==> config.mk <==
export PLATFORM = sky130hd
export DESIGN_NAME = seg_scan_decoder
export DESIGN_NICKNAME = d
export VERILOG_FILES = /design/src/rtl/seg_scan_decoder.sv
export SDC_FILE = /design/constraint.sdc
export NUM_CORES = 1
export LEC_CHECK = 0
export CORE_ASPECT_RATIO = 0.7
export CORE_MARGIN = 2
export CORE_UTILIZATION = 53
export DETAILED_ROUTE_END_ITERATION = 8
export HOLD_SLACK_MARGIN = 0.12
export MAX_ROUTING_LAYER = met4
export PLACE_DENSITY_LB_ADDON = 0.15
export SETUP_SLACK_MARGIN = 0.2
export SYNTH_ARGS = -nofsm -noshare
export SYNTH_HDL_FRONTEND = slang
export SYNTH_SLANG_ARGS = --single-unit
==> constraint.sdc <==
create_clock -name clk -period 7.47 [get_ports clk]
set_input_delay 1.494 -clock clk [delete_from_list [all_inputs] [get_ports clk]]
set_output_delay 1.494 -clock clk [all_outputs]
set_load 0.1 [all_outputs]
==> src/rtl/seg_scan_decoder.sv <==
// Receive-side decoder for a multiplexed, active-low 7-segment display bus.
// Each digit position is debounced by a small tracker: the (an,seg) sample must
// hold steady for STABLE_CYCLES clocks before that position's fields update.
// Once every position has been latched, a one-cycle frame_valid pulse marks a
// complete snapshot, and the capture mask starts over.
module seg_scan_decoder #(
   parameter int N_DIGITS      = 8,
   parameter int STABLE_CYCLES = 4
) (
   input  logic                    clk,
   input  logic                    rst,
   input  logic [7:0]              seg,
   input  logic [N_DIGITS-1:0]     an,
   output logic [4*N_DIGITS-1:0]   digits,
   output logic [N_DIGITS-1:0]     dp,
   output logic [N_DIGITS-1:0]     blank,
   output logic [N_DIGITS-1:0]     err,
   output logic                    frame_valid
);

   localparam int CNT_W = $clog2(STABLE_CYCLES + 1);
   localparam int LC_W  = $clog2(N_DIGITS + 1);
   localparam int IDX_W = (N_DIGITS > 1) ? $clog2(N_DIGITS) : 1;

   typedef enum logic [1:0] {IDLE, COUNT, HELD} state_t;

   state_t                  state_q, state_d;
   logic [CNT_W-1:0]        cnt_q, cnt_d;
   logic [N_DIGITS-1:0]     an_st_q, an_st_d;
   logic [7:0]              seg_st_q, seg_st_d;
   logic [N_DIGITS-1:0]     mask_q, mask_d;
   logic [4*N_DIGITS-1:0]   digits_q, digits_d;
   logic [N_DIGITS-1:0]     dp_q, dp_d;
   logic [N_DIGITS-1:0]     blank_q, blank_d;
   logic [N_DIGITS-1:0]     err_q, err_d;
   logic                    frame_valid_q, frame_valid_d;

   logic [LC_W-1:0]         low_cnt;
   logic [IDX_W-1:0]        sel_idx;
   logic                    sample_valid;
   logic                    same_sample;
   logic                    start;
   logic                    latch;
   logic [3:0]              dec_nib;
   logic                    dec_blank;
   logic                    dec_err;

   // Count active digit selects; a sample is usable only with exactly one low.
   always_comb begin
      low_cnt = '0;
      sel_idx = '0;
      for (int i = 0; i < N_DIGITS; i++) begin
         if (!an[i]) begin
            low_cnt = low_cnt + LC_W'(1);
            sel_idx = IDX_W'(i);
         end
      end
   end

   assign sample_valid = (low_cnt == LC_W'(1));
   assign same_sample  = (an == an_st_q) && (seg == seg_st_q);

   // Map the seven segment lines (dp ignored) back to a hex nibble.
   always_comb begin
      dec_nib   = 4'h0;
      dec_blank = 1'b0;
      dec_err   = 1'b0;
      case (seg[7:1])
         7'b0000001: dec_nib = 4'h0;
         7'b1001111: dec_nib = 4'h1;
         7'b0010010: dec_nib = 4'h2;
         7'b0000110: dec_nib = 4'h3;
         7'b1001100: dec_nib = 4'h4;
         7'b0100100: dec_nib = 4'h5;
         7'b0100000: dec_nib = 4'h6;
         7'b0001111: dec_nib = 4'h7;
         7'b0000000: dec_nib = 4'h8;
         7'b0000100: dec_nib = 4'h9;
         7'b0001000: dec_nib = 4'hA;
         7'b1100000: dec_nib = 4'hB;
         7'b0110001: dec_nib = 4'hC;
         7'b1000010: dec_nib = 4'hD;
         7'b0110000: dec_nib = 4'hE;
         7'b0111000: dec_nib = 4'hF;
         7'b1111111: dec_blank = 1'b1;
         default:    dec_err   = 1'b1;
      endcase
   end

   // Stability tracker: restart on any change, give up on an invalid sample,
   // and latch exactly once when the count reaches STABLE_CYCLES.
   always_comb begin
      state_d  = state_q;
      cnt_d    = cnt_q;
      an_st_d  = an_st_q;
      seg_st_d = seg_st_q;
      start    = 1'b0;
      latch    = 1'b0;
      case (state_q)
         IDLE: begin
            if (sample_valid) start = 1'b1;
         end
         COUNT: begin
            if (!sample_valid) begin
               state_d = IDLE;
               cnt_d   = '0;
            end else if (!same_sample) begin
               start = 1'b1;
            end else if (int'(cnt_q) + 1 >= STABLE_CYCLES) begin
               cnt_d   = CNT_W'(STABLE_CYCLES);
               latch   = 1'b1;
               state_d = HELD;
            end else begin
               cnt_d = cnt_q + CNT_W'(1);
            end
         end
         HELD: begin
            if (!sample_valid) begin
               state_d = IDLE;
               cnt_d   = '0;
            end else if (!same_sample) begin
               start = 1'b1;
            end
         end
         default: begin
            state_d = IDLE;
            cnt_d   = '0;
         end
      endcase
      if (start) begin
         an_st_d  = an;
         seg_st_d = seg;
         cnt_d    = CNT_W'(1);
         if (STABLE_CYCLES <= 1) begin
            latch   = 1'b1;
            state_d = HELD;
         end else begin
            state_d = COUNT;
         end
      end
   end

   // Output fields and capture mask: the frame clear happens first, so a latch
   // landing on the clearing edge keeps its mask bit for the next frame.
   always_comb begin
      digits_d      = digits_q;
      dp_d          = dp_q;
      blank_d       = blank_q;
      err_d         = err_q;
      frame_valid_d = &mask_q;
      mask_d        = (&mask_q) ? '0 : mask_q;
      if (latch) begin
         digits_d[4*sel_idx +: 4] = dec_nib;
         dp_d[sel_idx]            = ~seg[0];
         blank_d[sel_idx]         = dec_blank;
         err_d[sel_idx]           = dec_err;
         mask_d[sel_idx]          = 1'b1;
      end
   end

   // State and output registers.
   always_ff @(posedge clk or posedge rst) begin
      if (rst) begin
         state_q       <= IDLE;
         cnt_q         <= '0;
         an_st_q       <= '1;
         seg_st_q      <= '1;
         mask_q        <= '0;
         digits_q      <= '0;
         dp_q          <= '0;
         blank_q       <= '1;
         err_q         <= '0;
         frame_valid_q <= 1'b0;
      end else begin
         state_q       <= state_d;
         cnt_q         <= cnt_d;
         an_st_q       <= an_st_d;
         seg_st_q      <= seg_st_d;
         mask_q        <= mask_d;
         digits_q      <= digits_d;
         dp_q          <= dp_d;
         blank_q       <= blank_d;
         err_q         <= err_d;
         frame_valid_q <= frame_valid_d;
      end
   end

   assign digits      = digits_q;
   assign dp          = dp_q;
   assign blank       = blank_q;
   assign err         = err_q;
   assign frame_valid = frame_valid_q;

endmodule

; ---- Yosys cells after proc, flatten, opt, wreduce, memory -nomap -nowiden
; Cells that the tools add are included.
[totals]
elab_cells = 107
output_inout_bits = 57
inputBits = 18
regBits = 86
[op_classes]
eq_ne = 25
reduce_logical = 9
bitwise_logic = 2
addsub = 10
n_lt_le_gt_ge = 3
n_mux = 46
shifts = 2
[op_table]
columns = cell, n
row1 = $pmux 4 s15, 1
row2 = $eq 7x6->1 const B, 5
row3 = $eq 7x7->1 const B, 5
row4 = $neg 5->34, 1
row5 = $shift 4x34->32 const A, 1
row6 = $shiftx 4x34->32, 1
row7 = $mux 3, 11
row8 = $bwmux 32, 1
row9 = $add 4x1->4 const B, 7
row10 = $mux 4, 7
row11 = $bwmux 8, 3
row12 = $reduce_or 17->1, 1
row13 = $eq 8x8->1, 2
row14 = $mux 8, 2
row15 = $eq 7x3->1 const B, 2
row16 = $eq 7x4->1 const B, 2
row17 = $mux 1, 12
row18 = $mux 2, 5
row19 = $pmux 3 s3, 1
row20 = $ne 4x4->1 const B, 2
row21 = $or 8x8->8, 1
row22 = $reduce_and 8->1, 1
row23 = $eq 7x1->1 const B, 1
row24 = $eq 7x5->1 const B, 1
row25 = other kinds (20), 21

; ---- Longest topological paths before layout
; Gate-level depths: netlist of the first run.
[logic_depth]
word_depth = 20
depth_mapped = 25
depth_no_buf = 23

; ---- Worst setup path after synthesis of the first run
; No wires, ideal clock.
[synth_path]
kind = input -> register
from = in an[0]
to = reg digits_q[20] (netlist: digits[20])
setup_ns = 0.125
stages = 23
path_slack_ns = 1.425
n_path_buf = 2
required_time_ns = 7.345
arrival_time_ns = 5.919
cell_sequence = inv_1 -> ha_1 -> buf_6 -> xnor2_1 -> ha_1 -> nor2b_1 -> a31oi_1 -> inv_1 -> ha_1 -> nand2_1 -> o21ai_0 -> ha_1 -> nand2b_1 -> nand2_1 -> ha_1 -> o22a_1 -> ha_1 -> a2111oi_2 -> a21o_2 -> nand4_4 -> or4_4 -> buf_6 -> mux2_4
[synth_between]
elab_chain_len = 18
[synth_rtl]
columns = element, line
row1 = start: declaration, 13  ; input logic [N_DIGITS-1:0] an,
row2 = $mux 1, 53  ; if (!an[i]) begin
row3 = $add 4x1->4, 54  ; low_cnt = low_cnt + LC_W'(1);
row4 = $mux 4, 53
row5 = $add 4x1->4, 54
row6 = $mux 4, 53
row7 = $add 4x1->4, 54
row8 = $mux 4, 53
row9 = $add 4x1->4, 54
row10 = (+2 left out), -
row11 = $mux 4, 53
row12 = $add 4x1->4, 54
row13 = $mux 4, 53
row14 = $add 4x1->4, 54
row15 = $mux 4, 53
row16 = $eq 4x1->1, 60  ; assign sample_valid = (low_cnt == LC_W'(1));
row17 = $mux 1 (*), 104  ; if (!sample_valid) begin
row18 = $mux 1 (*), 99  ; case (state_q)
row19 = end signal: assignment, 180  ; digits_q <= digits_d;
row20 = end: declaration, 32  ; logic [4*N_DIGITS-1:0] digits_q, digits_d;
; Mark *: on every way between the ends. The rest lies on a longest branch, timed or not.
; A chain may end at the register's enable or synchronous reset.

; ---- Worst setup path after layout of the first run
[layout_path]
from = in an[0]
to = reg err_q[0] (netlist: err[0])
[layout_between]
elab_chain_len = 18
[layout_rtl]
columns = element, line
row1 = $mux 1, 53
row2 = $add 4x1->4, 54
row3 = $mux 4, 53
row4 = $add 4x1->4, 54
row5 = $mux 4, 53
row6 = $add 4x1->4, 54
row7 = $mux 4, 53
row8 = $add 4x1->4, 54
row9 = (+2 left out), -
row10 = $mux 4, 53
row11 = $add 4x1->4, 54
row12 = $mux 4, 53
row13 = $add 4x1->4, 54
row14 = $mux 4, 53
row15 = $eq 4x1->1, 60
row16 = $mux 1 (*), 104
row17 = $mux 1 (*), 99
row18 = end signal: assignment, 183  ; err_q <= err_d;
row19 = end: declaration, 35  ; logic [N_DIGITS-1:0] err_q, err_d;
; Marked as above.

==> flow_summary.yaml, run 1 <==
global_routing:
  grt_pass1_vias: 3475
  busiest_layer: "met2"
  grt_use_met1_pct: 33.4
  grt_overflow_total: 0
  antenna_found_initial: 0
  use_met3_pct: 4.44
  grt_usage_pct: 23.6
  use_met2_pct: 34.9
  grt_pass1_wl_um: 18000
  grt_max_degree: 87
finish:
  area.growth.synth_to_final_pct: 22.6
  fin_nets: 525
  stdcell_count: 622
  diodes: 0
  final_util_pct: 66.3
  fillers: 713
  drive_gt1_share_pct: 24.5
yosys:
  ys_warn_count: 0
  synthTopCellsByArea: "dfrtp_1, dfstp_2, mux2_2"
  seq_area_frac_synth_pct: 45.0
  post_synth.cell_area_avg_um2: 11.4
  syn_area_mm2: 0.00485
  ys.flop_type: "dfrtp_1"
  synth_top_area_share_pct: 32.0
  syn_nets: 459
  synth-edff-count: 0
  synth_largest_area_cell: "dfrtp_1"
  netlist_instances: 427
  ys_types: 69
  synth-seq-cells: 86
  ys_async_sr_fraction_pct: 100
place:
  place_inst: 606
  dp_hpwl_um: 7850
  gp_congestion: 0.903
  io_buffers: 74
clock_network:
  h-tree-depth: 3
  clk_latency_ps: 340
  path_clk_slew_ps: 60
  cts_hold_buffers: 0
  cts_tree: "done"
  clk_path_buf_depth: 2
  cts_root_buf: "clkbuf_16"
  postCtsSetupBuffers: 0
  cts_resized: 0
  cts_buffers: 9
  clock_sinks: 86
floorplanning:
  die_h_um: 84.0
  core_mm2: 0.00896
  dieArea_mm2: 0.00994
  fp.dieW_um: 118
  num_io_pins: 75
  initial_core_util_pct: 54.1
  rows: 29
setup_path:
  cp.arrival_ps: 7090
  required_ps: 7690
  crit_type: "in -> reg"
  startpoint_type: "primary input"
  cp_max_fo: 14
  cp-end-kind: "flip-flop"
power_and_ir_drop:
  p_leak_nw: 2.68
  ir_drop_mv: 0.132
  power_density_mw_per_mm2: 225
sta:
  rsz0062_at_grt: "false"
  worstMarginPinSlew_ps: 1070
  period_minus_slack_ps: 6870
  setup_viol: 0
  setup_tns_ps: 0
  finalCritPeriodShare_pct: 91.9
  hold_viol: 0
  slew_violations: 0
  worst_slew_margin_rel_pct: 27.4
  clock_skew_ps: 4.46
  max_freq_mhz: 146
route:
  final_antenna_net_count: 0
  dr.pass1.iters: 5
  drc: 0
  drt-total-wl_um: 10900
  vias: 3543
  wire_per_inst_um: 17.5
  via_per_inst: 5.70
  drtIter0Drc: 409
flow_run:
  maxCapViolations: 0
run_status:
  status: "complete, no violations"
worst_hold_path:
  holdCritPathClass: "reg -> reg"
synth_stat cells, types with 4 or more instances:
library cell  instances
xor2_1                4
a21oi_1               7
xnor2_1              21
and2_1                4
nor2_1               23
nand2b_1              7
nor2b_1               4
a31oi_1               4
o21ai_0              13
dfrtp_1              62
a21o_1                6
buf_2                 6
nand2_1              28
ha_1                 14
nand4_1               8
dfstp_2              24
inv_1                21
o31ai_1               4
mux2_4               10
nand3_1               8
clkbuf_1             14
mux2_1                4
mux2i_1               6
nor4_1                6
mux2_2               52
worst max-delay path, stage by stage:
cell and delay (ps):
clkdlybuf4s50_1 560, inv_1 70, ha_1 410, xnor2_1 280, ha_1 270, nor2b_1 150
a31oi_1 230, inv_1 80, ha_1 280, nand2_1 90, o21ai_0 130, ha_1 300
nand2b_1 110, nand2_1 70, ha_1 160, nor2b_1 130, xnor3_1 210, xnor2_1 250
o21ai_0 160, a22oi_2 350, nand4_4 270, buf_4 260, nor4_4 380, mux2_2 390
path summary, 6_finish.rpt:
| kind | start | to | slack (ps) | cells after the start |
|---|---|---|---|---|
| worst max-delay path | an[0] | err[0]$_DFFE_PP0P_ | 600 | 24 |
| worst min-delay path | mask_q[0]$_DFF_PP0_ | mask_q[0]$_DFF_PP0_ | 480 | 1 |
| worst max register to register | seg_st_q[7]$_DFFE_PP1P_ | err[0]$_DFFE_PP0P_ | 4440 | 9 |
| worst min register to register | mask_q[0]$_DFF_PP0_ | mask_q[0]$_DFF_PP0_ | 480 | 1 |
| max in group asynchronous | rst | state_q[0]$_DFFE_PP0P_ | 4990 | 3 |
| min in group asynchronous | rst | digits[0]$_DFFE_PP0P_ | 1800 | 3 |
state kept, by name, summed over array words and instances (netlist names):
register     count
state_q          2
an_st_q          8
seg_st_q         8
dp               8
digits          32
frame_valid      1
mask_q           8
blank            8
err              8
cnt_q            3
power breakdown:
group	leakage (nW)	internal [W]	switching [W]
Sequential	1.08	0.000549	0.0000379
Clock	0.128	0.000225	0.000183
Combinational	1.48	0.000171	0.000170
cells by family after synthesis:
family / count (synthesis) / synth area share, %
AOI/OAI and AO/OA: 59 / 8.54
DFF: 86 / 45.0
adders and majority gates: 14 / 3.61
muxes: 72 / 17.3
and+or+nand+nor: 120 / 14.8
xor gates and xnor gates: 29 / 6.43
buffers and inverters: 47 / 4.26
placed cells by master (no fill, tap or decap), types with 4 or more instances in the layout:
cell	netlist	layout
o31ai_1	4	4
xor2_1	4	4
mux2i_1	6	6
nor2b_1	4	4
clkdlybuf4s50_1	0	74
dfrtp_1	62	62
dfstp_2	24	24
nand2b_1	7	7
a31oi_1	4	4
buf_4	0	7
ha_1	14	14
o21ai_0	13	13
nand4_1	8	8
nor2_1	23	23
mux2_1	4	4
a21oi_1	7	7
nand2_1	28	28
xnor2_1	21	21
clkbuf_16	0	9
inv_1	21	20
nand3_1	8	8
mux2_2	52	52
mux2_4	10	10
a21o_1	6	6
nor4_1	6	6
and2_1	4	4
metrics by stage:
| stage | instance area (um^2) | hold slack [ps] | total power (W) | setup slack (ps) |
|---|---|---|---|---|
| after floorplan | 4850 | 439 | 0.000858 | 1430 |
| after global placement | 5670 | 462 | 0.000917 | 533 |
| after detailed placement | 5670 | 466 | 0.000932 | 309 |
| after CTS | 5950 | 482 | 0.00135 | 654 |
| after global routing | 5950 | 508 | 0.00141 | 225 |
| final | 5950 | 480 | 0.00134 | 602 |
cell type report:
type / count / area (um^2) / share of cell area, %
clock buffers: 9 / 225 / 3.79
well taps: 124 / 155 / 2.61
inverters: 21 / 80.1 / 1.35
clock inverters: 7 / 50.0 / 0.842
multi-input cells: 294 / 2460 / 41.4
repair buffers: 81 / 793 / 13.3
flip-flops and latches: 86 / 2180 / 36.7
per-layer routing:
metal	vias up	share of wire, %
met5	-	0
met4	0	1.2
met3	13	4.1
met2	104	44
met1	1768	51
li1	1658	-
Power figures use the tool's default switching activity.
==> run 2, diff against run 1 <==
SETUP_SLACK_MARGIN = default   (was 0.2)
==> results of run 2 <==
Final layout, timing and power as in run 1 (identical DEF).
==> run 3, diff against run 2 <==
CORE_UTILIZATION = 49   (was 53)
clock period = 5.8 ns   (was 7.47 ns; I/O delays follow)
==> flow_summary.yaml, run 3 (same netlist as run 1, synthesis figures left out) <==
floorplanning:
  initial_core_util_pct: 50.3
  die_h_um: 87.2
  core_mm2: 0.00965
  fp.dieW_um: 123
  num_io_pins: 75
  dieArea_mm2: 0.0107
  rows: 30
clock_network:
  cts_tree: "done"
  path_clk_slew_ps: 60
  cts_hold_buffers: 0
  h-tree-depth: 3
  clk_latency_ps: 340
  cts_buffers: 9
  clock_sinks: 86
  clk_path_buf_depth: 2
  cts_root_buf: "clkbuf_16"
sta:
  clock_skew_ps: 7.26
  max_freq_mhz: 182
  finalCritPeriodShare_pct: 94.6
  hold_viol: 0
  worst_slew_margin_rel_pct: 26.0
  period_minus_slack_ps: 5490
  whs_ps: 480
  setup_tns_ps: 0
  worstMarginPinSlew_ps: 1100
  slew_violations: 0
  rsz0062_at_grt: "false"
  setup_viol: 0
place:
  io_buffers: 74
  placed_area_mm2: 0.00593
  gp_congestion: 0.874
  place_inst: 642
  dp_hpwl_um: 8300
route:
  drc: 0
  wire_per_inst_um: 17.5
  dr.pass1.iters: 4
  via_per_inst: 5.53
  vias: 3660
  drtIter0Drc: 245
  drt-total-wl_um: 11600
  final_antenna_net_count: 0
global_routing:
  use_met3_pct: 4.78
  grt_pass1_vias: 3615
  busiest_layer: "met2"
  use_met2_pct: 35.6
  grt_pass1_wl_um: 18900
  grt_usage_pct: 23.7
  grt_overflow_total: 0
  grt_max_degree: 54
  grt_use_met1_pct: 33.3
  antenna_found_initial: 0
finish:
  drive_gt1_share_pct: 33.5
  final_cell_mix: "clkdlybuf4s50_1, dfrtp_1, mux2_2"
  stdcell_count: 662
  area.sequential_mm2: 0.00218
  largest_reg_flops: 32
  fillers: 726
  design_area_mm2: 0.00644
  multi_input_area_mm2: 0.00260
  fin_nets: 561
  diodes: 0
  area.growth.synth_to_final_pct: 32.8
  final_common_cell: "clkdlybuf4s50_1"
setup_path:
  cp_max_fo: 7
  cp-end-kind: "flip-flop"
  crit_slowest_cell: "or3b_4"
  required_ps: 6030
  startpoint_type: "primary input"
  path_buf_inv: 4
  crit_type: "in -> reg"
  cp.arrival_ps: 5710
  critPathMaxStageDelay_ps: 390
  cp_common_cell: "ha_4"
  crit_family: "simple AND/OR/NAND/NOR gates"
power_and_ir_drop:
  p_total_w: 0.00190
  p_leak_nw: 2.96
  ir_drop_mv: 0.147
  power_density_mw_per_mm2: 294
flow_run:
  maxCapViolations: 0
worst_hold_path:
  holdCritPathClass: "reg -> reg"
run_status:
  status: "complete, no violations"
[run 3: cell type report]
| class | instances | share of cell area (%) |
|---|---|---|
| multi-input cells | 294 | 40.3 |
| flip-flops and latches | 86 | 33.9 |
| well taps | 128 | 2.49 |
| inverters | 21 | 1.24 |
| clock inverters | 6 | 1.46 |
| repair buffers | 117 | 16.9 |
| clock buffers | 10 | 3.71 |
[run 3: stage by stage]
| stage | setup slack [ps] | util, % |
|---|---|---|
| finish | 312 | 66.7 |
| global route | 75.3 | 66.7 |
| CTS | 2.71 | 65.9 |
| detailed placement | -608 | 61.5 |
| global placement | -411 | 61.5 |
| floorplan | 89.2 | - |
[run 3: what timing repair did]
item	CTS	global route
resized for setup	18	16
pin swaps	7	7
hold endpoints to repair	0	0
endpoints found under the setup margin	75	83
buffers inserted	3	1
[run 3: final timing paths]
path | endpoint | slack [ps] | start | cells past startpoint
setup / recovery | err[6]$_DFFE_PP0P_ | 310 | an[0] | 25
hold / removal | mask_q[3]$_DFF_PP0_ | 480 | mask_q[3]$_DFF_PP0_ | 2
setup reg to reg | err[6]$_DFFE_PP0P_ | 2780 | seg_st_q[7]$_DFFE_PP1P_ | 9
hold reg to reg | mask_q[3]$_DFF_PP0_ | 480 | mask_q[3]$_DFF_PP0_ | 2
max in group asynchronous | digits[12]$_DFFE_PP0P_ | 3550 | rst | 3
min in group asynchronous | digits[1]$_DFFE_PP0P_ | 1180 | rst | 2
[run 3: metal layers]
| layer | wire length (um) | up-vias |
|---|---|---|
| met1 | 5500 | 1830 |
| met4 | 98 | 0 |
| met2 | 5370 | 96 |
| li1 | - | 1725 |
| met5 | 0 | - |
| met3 | 610 | 9 |
[run 3: report_power, final]
part	internal (W)	switching, W
clock network	0.000392	0.000240
registers	0.000707	0.0000474
logic	0.000270	0.000239
[run 3: worst min-delay path, cell delays in order (launching register included)]
cell	delay, ps
dfrtp_1	350
nand2_1	50
nand2_1	50
